$ cat config.mk
export PLATFORM = sky130hd
export DESIGN_NAME = fp_to_linear_seq
export DESIGN_NICKNAME = d
export VERILOG_FILES = /design/src/rtl/fp_to_linear_seq.sv
export SDC_FILE = /design/constraint.sdc
export NUM_CORES = 1
export LEC_CHECK = 0
export BUFFER_PORTS_ARGS = -buffer_cell sky130_fd_sc_hd__buf_2
export CAP_MARGIN = 10
export CORE_UTILIZATION = 58
export CTS_CLUSTER_SIZE = 14
export DETAILED_ROUTE_END_ITERATION = 10
export PLACE_DENSITY = 0.88
export REMOVE_ABC_BUFFERS = 1
export SETUP_SLACK_MARGIN = 0.02
export SYNTH_ARGS = -nofsm -noshare
export SYNTH_HDL_FRONTEND = slang
export SYNTH_SLANG_ARGS = --single-unit
$ cat constraint.sdc
create_clock -name clk -period 5.3 [get_ports clk]
set_input_delay 0.795 -clock clk [delete_from_list [all_inputs] [get_ports clk]]
set_output_delay 0.795 -clock clk [all_outputs]
set_load 0.02 [all_outputs]
$ cat src/rtl/fp_to_linear_seq.sv
// Sequential float-triple to linear decoder with a one-bit-per-cycle shifter.
// FP2LIN_MIDPOINT_EN: add half an LSB of the bucket for mid-bucket reconstruction.
module fp_to_linear_seq #(
  parameter int DW = 12,
  parameter int EW = 3,
  parameter int FW = 4
) (
  input  logic          clk,
  input  logic          rst_n,
  input  logic          in_valid,
  output logic          in_ready,
  input  logic          s,
  input  logic [EW-1:0] e,
  input  logic [FW-1:0] f,
  output logic          out_valid,
  input  logic          out_ready,
  output logic [DW-1:0] d,
  output logic          busy
);

  localparam int MW = DW - 1;

  typedef enum logic [1:0] {
    IDLE,
    SHIFT,
    DONE
  } state_t;

  state_t        state_q, state_d;
  logic [MW-1:0] mag_q, mag_d;
  logic [EW-1:0] cnt_q, cnt_d;
  logic          sgn_q, sgn_d;
  logic [DW-1:0] d_q, d_d;
  logic          ov_q, ov_d;
  logic          busy_q, busy_d;
  logic [DW-1:0] res_mag;
`ifdef FP2LIN_MIDPOINT_EN
  logic [EW-1:0] exp_q, exp_d;
`endif

  assign in_ready  = (state_q == IDLE);
  assign out_valid = ov_q;
  assign d         = d_q;
  assign busy      = busy_q;

  always_comb begin
    res_mag = {1'b0, mag_q};
`ifdef FP2LIN_MIDPOINT_EN
    // Centre of the bucket: half of the dropped LSB weight.
    if (exp_q != '0) begin
      res_mag = res_mag + (DW'(1) << (exp_q - 1'b1));
    end
`endif
  end

  always_comb begin
    state_d = state_q;
    mag_d   = mag_q;
    cnt_d   = cnt_q;
    sgn_d   = sgn_q;
    d_d     = d_q;
    ov_d    = ov_q;
    busy_d  = busy_q;
`ifdef FP2LIN_MIDPOINT_EN
    exp_d   = exp_q;
`endif
    unique case (state_q)
      IDLE: begin
        if (in_valid) begin
          mag_d   = MW'(f);
          cnt_d   = e;
          sgn_d   = s;
          busy_d  = 1'b1;
          state_d = SHIFT;
`ifdef FP2LIN_MIDPOINT_EN
          exp_d   = e;
`endif
        end
      end
      SHIFT: begin
        if (cnt_q != '0) begin
          mag_d = mag_q << 1;
          cnt_d = cnt_q - 1'b1;
        end else begin
          d_d     = sgn_q ? -res_mag : res_mag;
          ov_d    = 1'b1;
          state_d = DONE;
        end
      end
      DONE: begin
        if (out_ready) begin
          ov_d    = 1'b0;
          busy_d  = 1'b0;
          state_d = IDLE;
        end
      end
      default: state_d = IDLE;
    endcase
  end

  always_ff @(posedge clk or negedge rst_n) begin
    if (!rst_n) begin
      state_q <= IDLE;
      mag_q   <= '0;
      cnt_q   <= '0;
      sgn_q   <= 1'b0;
      d_q     <= '0;
      ov_q    <= 1'b0;
      busy_q  <= 1'b0;
`ifdef FP2LIN_MIDPOINT_EN
      exp_q   <= '0;
`endif
    end else begin
      state_q <= state_d;
      mag_q   <= mag_d;
      cnt_q   <= cnt_d;
      sgn_q   <= sgn_d;
      d_q     <= d_d;
      ov_q    <= ov_d;
      busy_q  <= busy_d;
`ifdef FP2LIN_MIDPOINT_EN
      exp_q   <= exp_d;
`endif
    end
  end

endmodule

-- After elaboration in Yosys (flattened, before gate mapping)
Index checks and enable logic that the tools add are counted.
- register bits after elaboration: 31
- input bits: 12
- output and inout bits: 15
- logic and storage cells: 43
- $add $sub $neg: 2
- eq/ne operators: 6
- mux-type cells: 16
- bitwise gates (word level): 1
- reduce and logical (&&, ||, !) cells: 11
- operator list (operator ; count):
    $mux 11 ; 2
    $pmux 11 s2 ; 1
    $mux 12 ; 1
    $neg 11->12 ; 1
    $reduce_and 3->1 ; 4
    $ne 2x2->1 const B ; 4
    $mux 2 ; 3
    $mux 3 ; 2
    $pmux 2 s3 ; 1
    $pmux 3 s2 ; 1
    $reduce_bool 2->1 ; 3
    $pmux 1 s2 ; 2
    $reduce_and 2->1 ; 2
    $mux 1 ; 3
    $reduce_bool 3->1 ; 1
    $sub 3x1->3 const B ; 1
    $eq 2x1->1 const B ; 1
    $eq 2x2->1 const B ; 1
    $logic_not 2->1 ; 1
    $not 1->1 ; 1

-- Longest topological paths before layout
Gate-level depths: netlist of run 1.
- depth after elaboration: 3
- depth in mapped cells: 9

-- Worst setup path before layout of run 1
OpenSTA, ideal clock, no wires.
- path kind: reg-to-reg
- start point: register mag_q[0]
- end point: register d_q[8], in the netlist d[8]
- setup time: 0.131 ns
- data arrival time: 1.620 ns
- data required time: 5.169 ns
- path slack: 3.549 ns
- cell stages (with the launch flop): 7
- path buffers: 0
- cells stage by stage: dfrtp_1 inv_1 ha_1 or4b_4 o41ai_1 xor2_1 o21ai_0
- longest elaborated chain between the ends: 2
- ends and longest elaborated chain (element ; line ; source):
    start, declared ; 30 ; logic [MW-1:0] mag_q, mag_d;
    start signal, assigned ; 115 ; mag_q <= mag_d;
    $neg 11->12 ; 85 ; d_d = sgn_q ? -res_mag : res_mag;
    $mux 12 ; 85 ;
    end signal, assigned ; 107 ; d_q <= '0;
    end signal, assigned ; 118 ; d_q <= d_d;
    end, declared ; 33 ; logic [DW-1:0] d_q, d_d;
No other way between the ends.
A chain may end at the register's enable or synchronous reset.

-- Final worst setup path of run 1
- start point: register state_q[0]
- end point: register d_q[5], in the netlist d[5]
- longest elaborated chain between the ends: 2
- ends and longest elaborated chain (element ; line ; source):
    start, declared ; 29 ; state_t state_q, state_d;
    start signal, assigned ; 114 ; state_q <= state_d;
    $eq 2x1->1 ; 67 ; unique case (state_q)
    $reduce_and 2->1 (no source line) ; - ;
No other way between the ends.

==> flow_metrics.tcl, run 1 <==
set metrics [dict create \
    clk_latency_ns 0.32 \
    final_cell_mix "36 x nand2_1, 31 x dfrtp_1, 28 x o21ai_0, 26 x buf_2, 7 x xor2_1" \
    yosys.area.top_type "dfrtp_1" \
    clkSinkCount 31 \
    synthTopCellsByArea "dfrtp_1 52%, o21ai_0 9.4%, nand2_1 9.1%" \
    htreeDepth 2 \
    status "finished clean" \
    worst-path-buf-inv 0 \
    cpPeakStageDelay_ns 0.83 \
    antenna_cells 0 \
    dr_total_vias 1184 \
    seqCellArea_sq_um 776 \
    avgSynthCellArea_sq_um 9.31 \
    nFillCells 188 \
    wl_per_cell_um 12.8 \
    pwr-share-clk_pct 11.2 \
    gp_congestion 0.745 \
    rsz0062_at_grt "no" \
    powerDensity_nw_per_um2 647 \
    p_comb_share_pct 47.3 \
    die_y_um 52.7 \
    cts_root_buf "clkbuf_4" \
    routed_via_density 5.58 \
    vdd_drop_max_v 0.000433 \
    io_buffers 26 \
    post-route-drc-count 0 \
    drive_gt1_share_pct 19.6 \
    internal_power_mw 0.585 \
    post_cts_buffers 0 \
    max_slew_margin_pct 33.9 \
    drt-total-wl_mm 2.72 \
    final_nets 200 \
    final_common_cell "nand2_1" \
    cts_tree "built" \
    switching_power_mw 0.489 \
    fin_crit_sh_pct 49.2 \
    ys_seq_elements 31 \
    area_growth_pct 11.5 \
    maxSlewViolCount 0 \
    crit_path_max_fanout 26 \
    crit_required_ns 5.52 \
    critPathTopFamily "simple AND/OR/NAND/NOR gates" \
    yosys_warnings 0 \
    dr.first_iter.drc_count 32 \
    ys_types 30 \
    gr-usage-all-layers_pct 24.3 \
    ant_nets 0 \
    ys_seq_area_share_pct 52.1 \
    fin_util_pct 71.6 \
    dr.pass1.iters 4 \
    arrival_ns 2.83 \
    clkTransAtPathRegs_ns 0.08 \
    post-synth-top-area-fraction_pct 52.1 \
    antenna_found_initial 0 \
    row_count 17 \
    max-clock-path-buffers 2 \
    core_sq_um 2320 \
    syn_inst 160 \
    hold_viol_final 0 \
    cts_hold_buf 0 \
    syn_area_sq_um 1490 \
    multi_input_area_sq_um 652 \
    crit_chain "nor2b_1, nand3b_1, o21ai_0" \
    cts_resized 0 \
    setup_viol 0 \
    pin_count 27 \
    crit_path_start_kind "flop" \
    fmax_mhz 384 \
    dp_hpwl_mm 1.95 \
    fin_skew_ns 0.00495 \
    grt_overflow 0 \
    dieArea_sq_um 2770 \
    cts_buffers 5 \
    tns_ns 0 \
    start_util_pct 64.2 \
    period_needed_ns 2.61 \
    first_global_vias 1034 \
    worst_pin_slew_ns 0.989 \
    cap_violations 0 \
    hold_class "flop to flop" \
    criticalPathCategory "flop to flop" \
    fp.dieW_um 52.7 \
    grt_pass1_wl_mm 4.63 \
    power.leakage_nw 0.807 \
    end_kind "flop" \
    pwr-share-seq_pct 41.4 \
    grt_max_degree 32 \
    swShare_pct 45.5 \
    crit_path_top_delay_cell "nand3b_1" \
]
routing by layer:
layer	wire, um	global-route usage (%)	part of all wire [%]	up-vias
met4	57	12.3	2.1	0
met1	1190	28.6	44	547
met3	139	8.70	5.1	6
met5	0	0	0	-
met2	1330	38.6	49	37
li1	-	-	-	594
power groups by stage:
stage / clock (mW) / sequential [mW] / combinational (mW)
global placement: 0 / 0.441 / 0.489
global route: 0.136 / 0.463 / 0.576
CTS: 0.126 / 0.443 / 0.514
detailed placement: 0 / 0.449 / 0.513
floorplan: 0 / 0.480 / 0.335
finish: 0.121 / 0.445 / 0.509
sequential cells by signal, indices dropped and copies added (netlist names):
register / cells
mag_q: 11
d: 12
sgn_q: 1
state_q: 2
cnt_q: 3
busy: 1
out_valid: 1
worst register-to-register path, delay by kind of cell (launching register included):
family / cells / cell delay [ns]
flip-flops: 1 / 0.45
AND/OR/NAND/NOR: 2 / 1.65
AO/OA/AOI/OAI: 1 / 0.41
per-stage QoR:
stage / power (mW) / hold WS, ns / worst slack (ns) / instances / cell area [sq um]
floorplan: 0.815 / 0.491 / 3.27 / 152 / 1450
detailed placement: 0.961 / 0.466 / 2.72 / 206 / 1620
CTS: 1.08 / 0.485 / 2.71 / 212 / 1660
finish: 1.07 / 0.482 / 2.69 / 212 / 1660
global route: 1.17 / 0.511 / 2.27 / 212 / 1660
global placement: 0.929 / 0.457 / 2.85 / 206 / 1620
cells by family (layout without fill, tap and decap cells):
logic type	after synthesis	count (layout)	synth area share (%)
simple gates	57	57	17.5
compound gates	43	43	17.1
flops	31	31	52.1
buf+inv	15	39	4.12
xor+xnor	9	9	5.29
fa+ha+maj	3	3	2.52
mux	2	2	1.43
cell usage after synthesis (all sizes together):
cell	number
nand2	36
dfrtp	31
o21ai	28
inv	7
xor2	7
clkbuf	6
nor2	6
nand3	4
o41ai	4
a21oi	3
a31oi	3
ha	3
or3	3
buf	2
nand2b	2
nor2b	2
o211ai	2
o31ai	2
xnor2	2
a21boi	1
and3b	1
mux2	1
mux2i	1
nand3b	1
or4	1
or4b	1
cell type report:
| type | instances | share of cell area (%) |
|---|---|---|
| Sequential cell | 31 | 46.7 |
| Multi-Input combinational cell | 114 | 39.3 |
| Inverter | 7 | 1.58 |
| Timing Repair Buffer | 26 | 7.84 |
| Tap cell | 28 | 2.11 |
| Clock buffer | 6 | 2.49 |
final timing paths:
path	startpoint	endpoint	slack, ns	cells past startpoint
worst max-delay path	state_q[0]$_DFFE_PN0P_	d[5]$_DFFE_PN0P_	2.69	3
worst min-delay path	d[3]$_DFFE_PN0P_	d[3]$_DFFE_PN0P_	0.48	2
worst max register to register	state_q[0]$_DFFE_PN0P_	d[5]$_DFFE_PN0P_	2.69	3
worst min register to register	d[3]$_DFFE_PN0P_	d[3]$_DFFE_PN0P_	0.48	2
max in group asynchronous	rst_n	mag_q[8]$_DFFE_PN0P_	4.37	1
min in group asynchronous	rst_n	d[10]$_DFFE_PN0P_	0.49	1
Note: power is estimated with default switching activity, not from simulation.
==> inputs of run 2 (changes only) <==
Settings changed: CORE_UTILIZATION 58 to 49, PLACE_DENSITY 0.88 to 0.79.
Clock period 5.3 ns to 2.13 ns, I/O delays scaled along.
==> run 2 against run 1 <==
Effect of this change:
- the run now ends with design-rule violations left
- sequential power rose by 150%
- combinational power rose to 2.6 times the previous value
- non-clock buffer count rose by 3
- clock skew rose by 0.0026 ns
- global-route usage fell by 4.0 points
- utilization fell by 11 points
- fmax rose by 37%
- clock power rose to 3.2 times the previous value
- count of clock-buffer cells in the layout rose by 2
- via count rose by 0.34%
- critical endpoint is now d[8]$_DFFE_PN0P_
- largest cell class unchanged
==> flow_metrics.tcl, run 2 (synthesis results as in run 1) <==
set metrics [dict create \
    status "finished, violations left" \
    violations "design-rule violations" \
    cts_tree "built" \
    fin_area_sq_um 1710 \
    ant_nets 0 \
    fmax_mhz 527 \
    clk_latency_ns 0.33 \
    period_needed_ns 1.90 \
    p_total_mw 2.82 \
    post_cts_buffers 0 \
    clkSinkCount 31 \
    gp_congestion 0.811 \
    core_sq_um 2830 \
    rsz0062_at_grt "no" \
    final_nets 203 \
    dieArea_sq_um 3260 \
    fin_crit_sh_pct 89.2 \
    dr.first_iter.drc_count 39 \
    drive_gt1_share_pct 21.7 \
    final_cell_mix "36 x nand2_1, 31 x dfrtp_1, 28 x o21ai_0, 26 x buf_2, 7 x xor2_1" \
    antenna_cells 0 \
    clkTransAtPathRegs_ns 0.09 \
    setup_slack_ns 0.231 \
    largest_reg_flops 12 \
    power.leakage_nw 0.835 \
    criticalPathCategory "flop to flop" \
    start_util_pct 52.6 \
    worst_pin_slew_ns 0.649 \
    crit_path_start_kind "flop" \
    antenna_found_initial 0 \
    fp.dieW_um 57.1 \
    first_global_vias 1146 \
    dp_hpwl_mm 2.08 \
    crit_required_ns 2.34 \
    final_common_cell "nand2_1" \
    row_count 19 \
    fin_skew_ns 0.00760 \
    area_growth_pct 15.1 \
    cts_resized 0 \
    gr-usage-all-layers_pct 20.2 \
    maxSlewViolCount 0 \
    wl_per_cell_um 12.7 \
    die_y_um 57.1 \
    hold_class "input port to asynchronous set/reset pin" \
    dr_total_vias 1188 \
    dr.pass1.iters 7 \
    grt_max_degree 32 \
    end_kind "flop" \
    max_slew_margin_pct 56.8 \
    routed_via_density 5.40 \
    pin_count 27 \
    place_ws_ns 0.244 \
    post-route-drc-count 2 \
    cts_root_buf "clkbuf_4" \
    cts_buffers 5 \
    setup_viol 0 \
    cap_violations 0 \
    tns_ns 0 \
    arrival_ns 2.11 \
    htreeDepth 2 \
    grt_overflow 0 \
    powerDensity_nw_per_um2 1640 \
    holdWs_ns 0.00862 \
    crit_path_max_fanout 5 \
    cts_hold_buf 0 \
    drt-total-wl_mm 2.80 \
    dpl_cell_area_sq_um 1650 \
    vdd_drop_max_v 0.000791 \
    io_buffers 26 \
    hold_viol_final 0 \
    grt_pass1_wl_mm 4.98 \
    max-clock-path-buffers 2 \
]
[run 2: per-stage QoR]
step / util, % / cells
global route: 60.6 / 220
detailed placement: 58.2 / 212
finish: 60.6 / 220
CTS: 60.6 / 220
floorplan: - / 152
global placement: 58.2 / 212
[run 2: path summary, 6_finish.rpt]
check                                     startpoint                endpoint  slack (ns)  cells after the start
worst max-delay path            mag_q[0]$_DFFE_PN0P_        d[8]$_DFFE_PN0P_        0.23                      6
worst min-delay path                           rst_n    mag_q[1]$_DFFE_PN0P_       0.009                      1
worst max register to register  mag_q[0]$_DFFE_PN0P_        d[8]$_DFFE_PN0P_        0.23                      6
worst min register to register      d[3]$_DFFE_PN0P_        d[3]$_DFFE_PN0P_        0.48                      2
max in group asynchronous                      rst_n        d[3]$_DFFE_PN0P_        1.70                      1
min in group clk                           out_ready  state_q[1]$_DFFE_PN0P_        0.18                      2
[run 2: metal layers]
layer / wire length [um] / up-vias / track usage, %
met2: 1380 / 33 / 33.3
met4: 39 / 0 / 7.32
met5: 0 / - / 0
met3: 131 / 4 / 6.80
met1: 1250 / 548 / 24.9
li1: - / 603 / -
[run 2: layout make-up]
cell class / instances / area, sq um
clock buffer: 8 / 68.8
inverter: 7 / 26.3
fill: 259 / 1110
tap: 31 / 38.8
timing repair buffer: 29 / 153
multi-input combinational: 114 / 652
sequential: 31 / 776
[run 2: critical path, stage by stage, from the launching register on]
cell and delay, ns:
dfrtp_1 0.43, inv_1 0.11, ha_1 0.18, or4b_4 0.47, o41ai_1 0.31, xor2_1 0.18, o21ai_0 0.09
[run 2: report_power, final]
| part | switching (mW) | leakage, nW | internal (mW) | total [mW] |
|---|---|---|---|---|
| sequential | 0.255 | 0.387 | 0.845 | 1.10 |
| clock | 0.190 | 0.0386 | 0.194 | 0.384 |
| combinational | 0.795 | 0.410 | 0.536 | 1.33 |
==> inputs of run 3 (changes only) <==
Settings changed: CORE_ASPECT_RATIO from default to 1.25.
==> run 3 against run 2 <==
Effect of this change:
- clock power fell by 16%
- sequential power barely moved
- routed wire length fell by 1.1%
- final cell count increased by 2.3%
- sequential share of layout area rose by 0.33 points
- global-route usage grew 0.11 points
- die area about the same
- the run ends with negative hold slack left
- critical path depth stayed put
- highest routed layer unchanged
- largest cell class unchanged
- hold slack got worse by 0.017 ns
- non-clock buffer count did not move
- final area decreased by 0.73%
- combinational power barely moved
==> flow_metrics.tcl, run 3 (synthesis results as in run 1) <==
set metrics [dict create \
    start_util_pct 51.0 \
    crit_required_ns 2.35 \
    fin_area_sq_um 1700 \
    clkTransAtPathRegs_ns 0.10 \
    gr-usage-all-layers_pct 20.3 \
    dp_hpwl_mm 2.05 \
    drt-total-wl_mm 2.76 \
    hold_viol_final 4 \
    io_buffers 26 \
    cts_resized 0 \
    fin_util_pct 58.3 \
    tns_ns 0 \
    violations "negative hold slack" \
    grt_max_degree 32 \
    area_growth_pct 14.3 \
    fmax_mhz 518 \
    cpPeakStageDelay_ns 0.47 \
    clkSinkCount 31 \
    antenna_found_initial 0 \
    dr.first_iter.drc_count 23 \
    grt_pass1_wl_mm 4.83 \
    row_count 22 \
    cap_violations 0 \
    crit_path_top_delay_cell "or4b_4" \
    fin_cells 225 \
    worst_pin_slew_ns 0.655 \
    setup_viol 0 \
    holdWs_ns -0.00863 \
    crit_chain "inv_1, ha_1, or4b_4, o41ai_1, xor2_1, o21ai_0" \
    htreeDepth 2 \
    clk_latency_ns 0.33 \
    max-clock-path-buffers 2 \
    gp_congestion 0.807 \
    drive_gt1_share_pct 21.2 \
    final_nets 203 \
    rsz0062_at_grt "no" \
    die_y_um 63.6 \
    pin_count 27 \
    dieArea_sq_um 3260 \
    ant_nets 0 \
    end_kind "flop" \
    grt_overflow 0 \
    cts_hold_buf 0 \
    max_slew_margin_pct 56.3 \
    final_cell_mix "36 x nand2_1, 31 x dfrtp_1, 28 x o21ai_0, 26 x buf_2, 7 x xor2_1" \
    fp.dieW_um 51.3 \
    crit_path_start_kind "flop" \
    arrival_ns 2.15 \
    cts_buffers 5 \
    criticalPathCategory "flop to flop" \
    p_total_mw 2.74 \
    dpl_cell_area_sq_um 1650 \
    place_inst 217 \
    drt-met1-wl_mm 1.16 \
    hold_class "input port to asynchronous set/reset pin" \
    dr.pass1.iters 4 \
    status "finished, violations left" \
    power.leakage_nw 0.826 \
    wl_per_cell_um 12.3 \
    maxUsedRoutingLayer "met4" \
    cts_tree "built" \
    setup_slack_ns 0.199 \
    routed_via_density 5.31 \
    wl_met2_mm 1.43 \
    maxSlewViolCount 0 \
    powerDensity_nw_per_um2 1610 \
    post-route-drc-count 0 \
    dr_total_vias 1195 \
    core_sq_um 2920 \
    largest_reg_flops 12 \
    met3_length_um 131 \
    period_needed_ns 1.93 \
    antenna_cells 0 \
    vdd_drop_max_v 0.000946 \
    cts_root_buf "clkbuf_4" \
    first_global_vias 1123 \
    post_cts_buffers 0 \
    fin_skew_ns 0.0124 \
    fin_crit_sh_pct 90.6 \
    place_ws_ns 0.205 \
    final_common_cell "nand2_1" \
    crit_path_max_fanout 5 \
]
## run 3: layer usage
layer | global-route usage, % | vias up
li1 | - | 602
met5 | 0 | -
met4 | 9.12 | 0
met1 | 21.4 | 555
met2 | 35.9 | 33
met3 | 6.52 | 5
## run 3: worst paths after layout
path                                            from  depth (start not counted)  slack, ns                     end
max in group asynchronous                      rst_n                          1       1.69    mag_q[0]$_DFFE_PN0P_
worst min register to register      d[5]$_DFFE_PN0P_                          2       0.48        d[5]$_DFFE_PN0P_
min in group clk                           out_ready                          2       0.19  state_q[1]$_DFFE_PN0P_
worst max-delay path            mag_q[0]$_DFFE_PN0P_                          6       0.20        d[8]$_DFFE_PN0P_
worst min-delay path                           rst_n                          1     -0.009        d[9]$_DFFE_PN0P_
worst max register to register  mag_q[0]$_DFFE_PN0P_                          6       0.20        d[8]$_DFFE_PN0P_
## run 3: layout make-up
cell class	instances	area (sq um)
tap	36	45.0
clock buffer	7	45.0
multi-input combinational	114	652
fill	271	1220
clock inverter	1	5.00
timing repair buffer	29	153
sequential	31	776
inverter	7	26.3
## run 3: power by group
part / internal [mW] / switching [mW]
Clock: 0.128 / 0.194
Combinational: 0.535 / 0.779
Sequential: 0.846 / 0.260
Total: 1.51 / 1.23
## run 3: worst max-delay path, delay by kind of cell, from the launching register on
family,cells,cell delay (ns)
and+or+nand+nor,1,0.47
buffers and inverters,1,0.13
AOI/OAI and AO/OA,2,0.42
adders and majority gates,1,0.19
xor gates and xnor gates,1,0.18
DFF,1,0.43
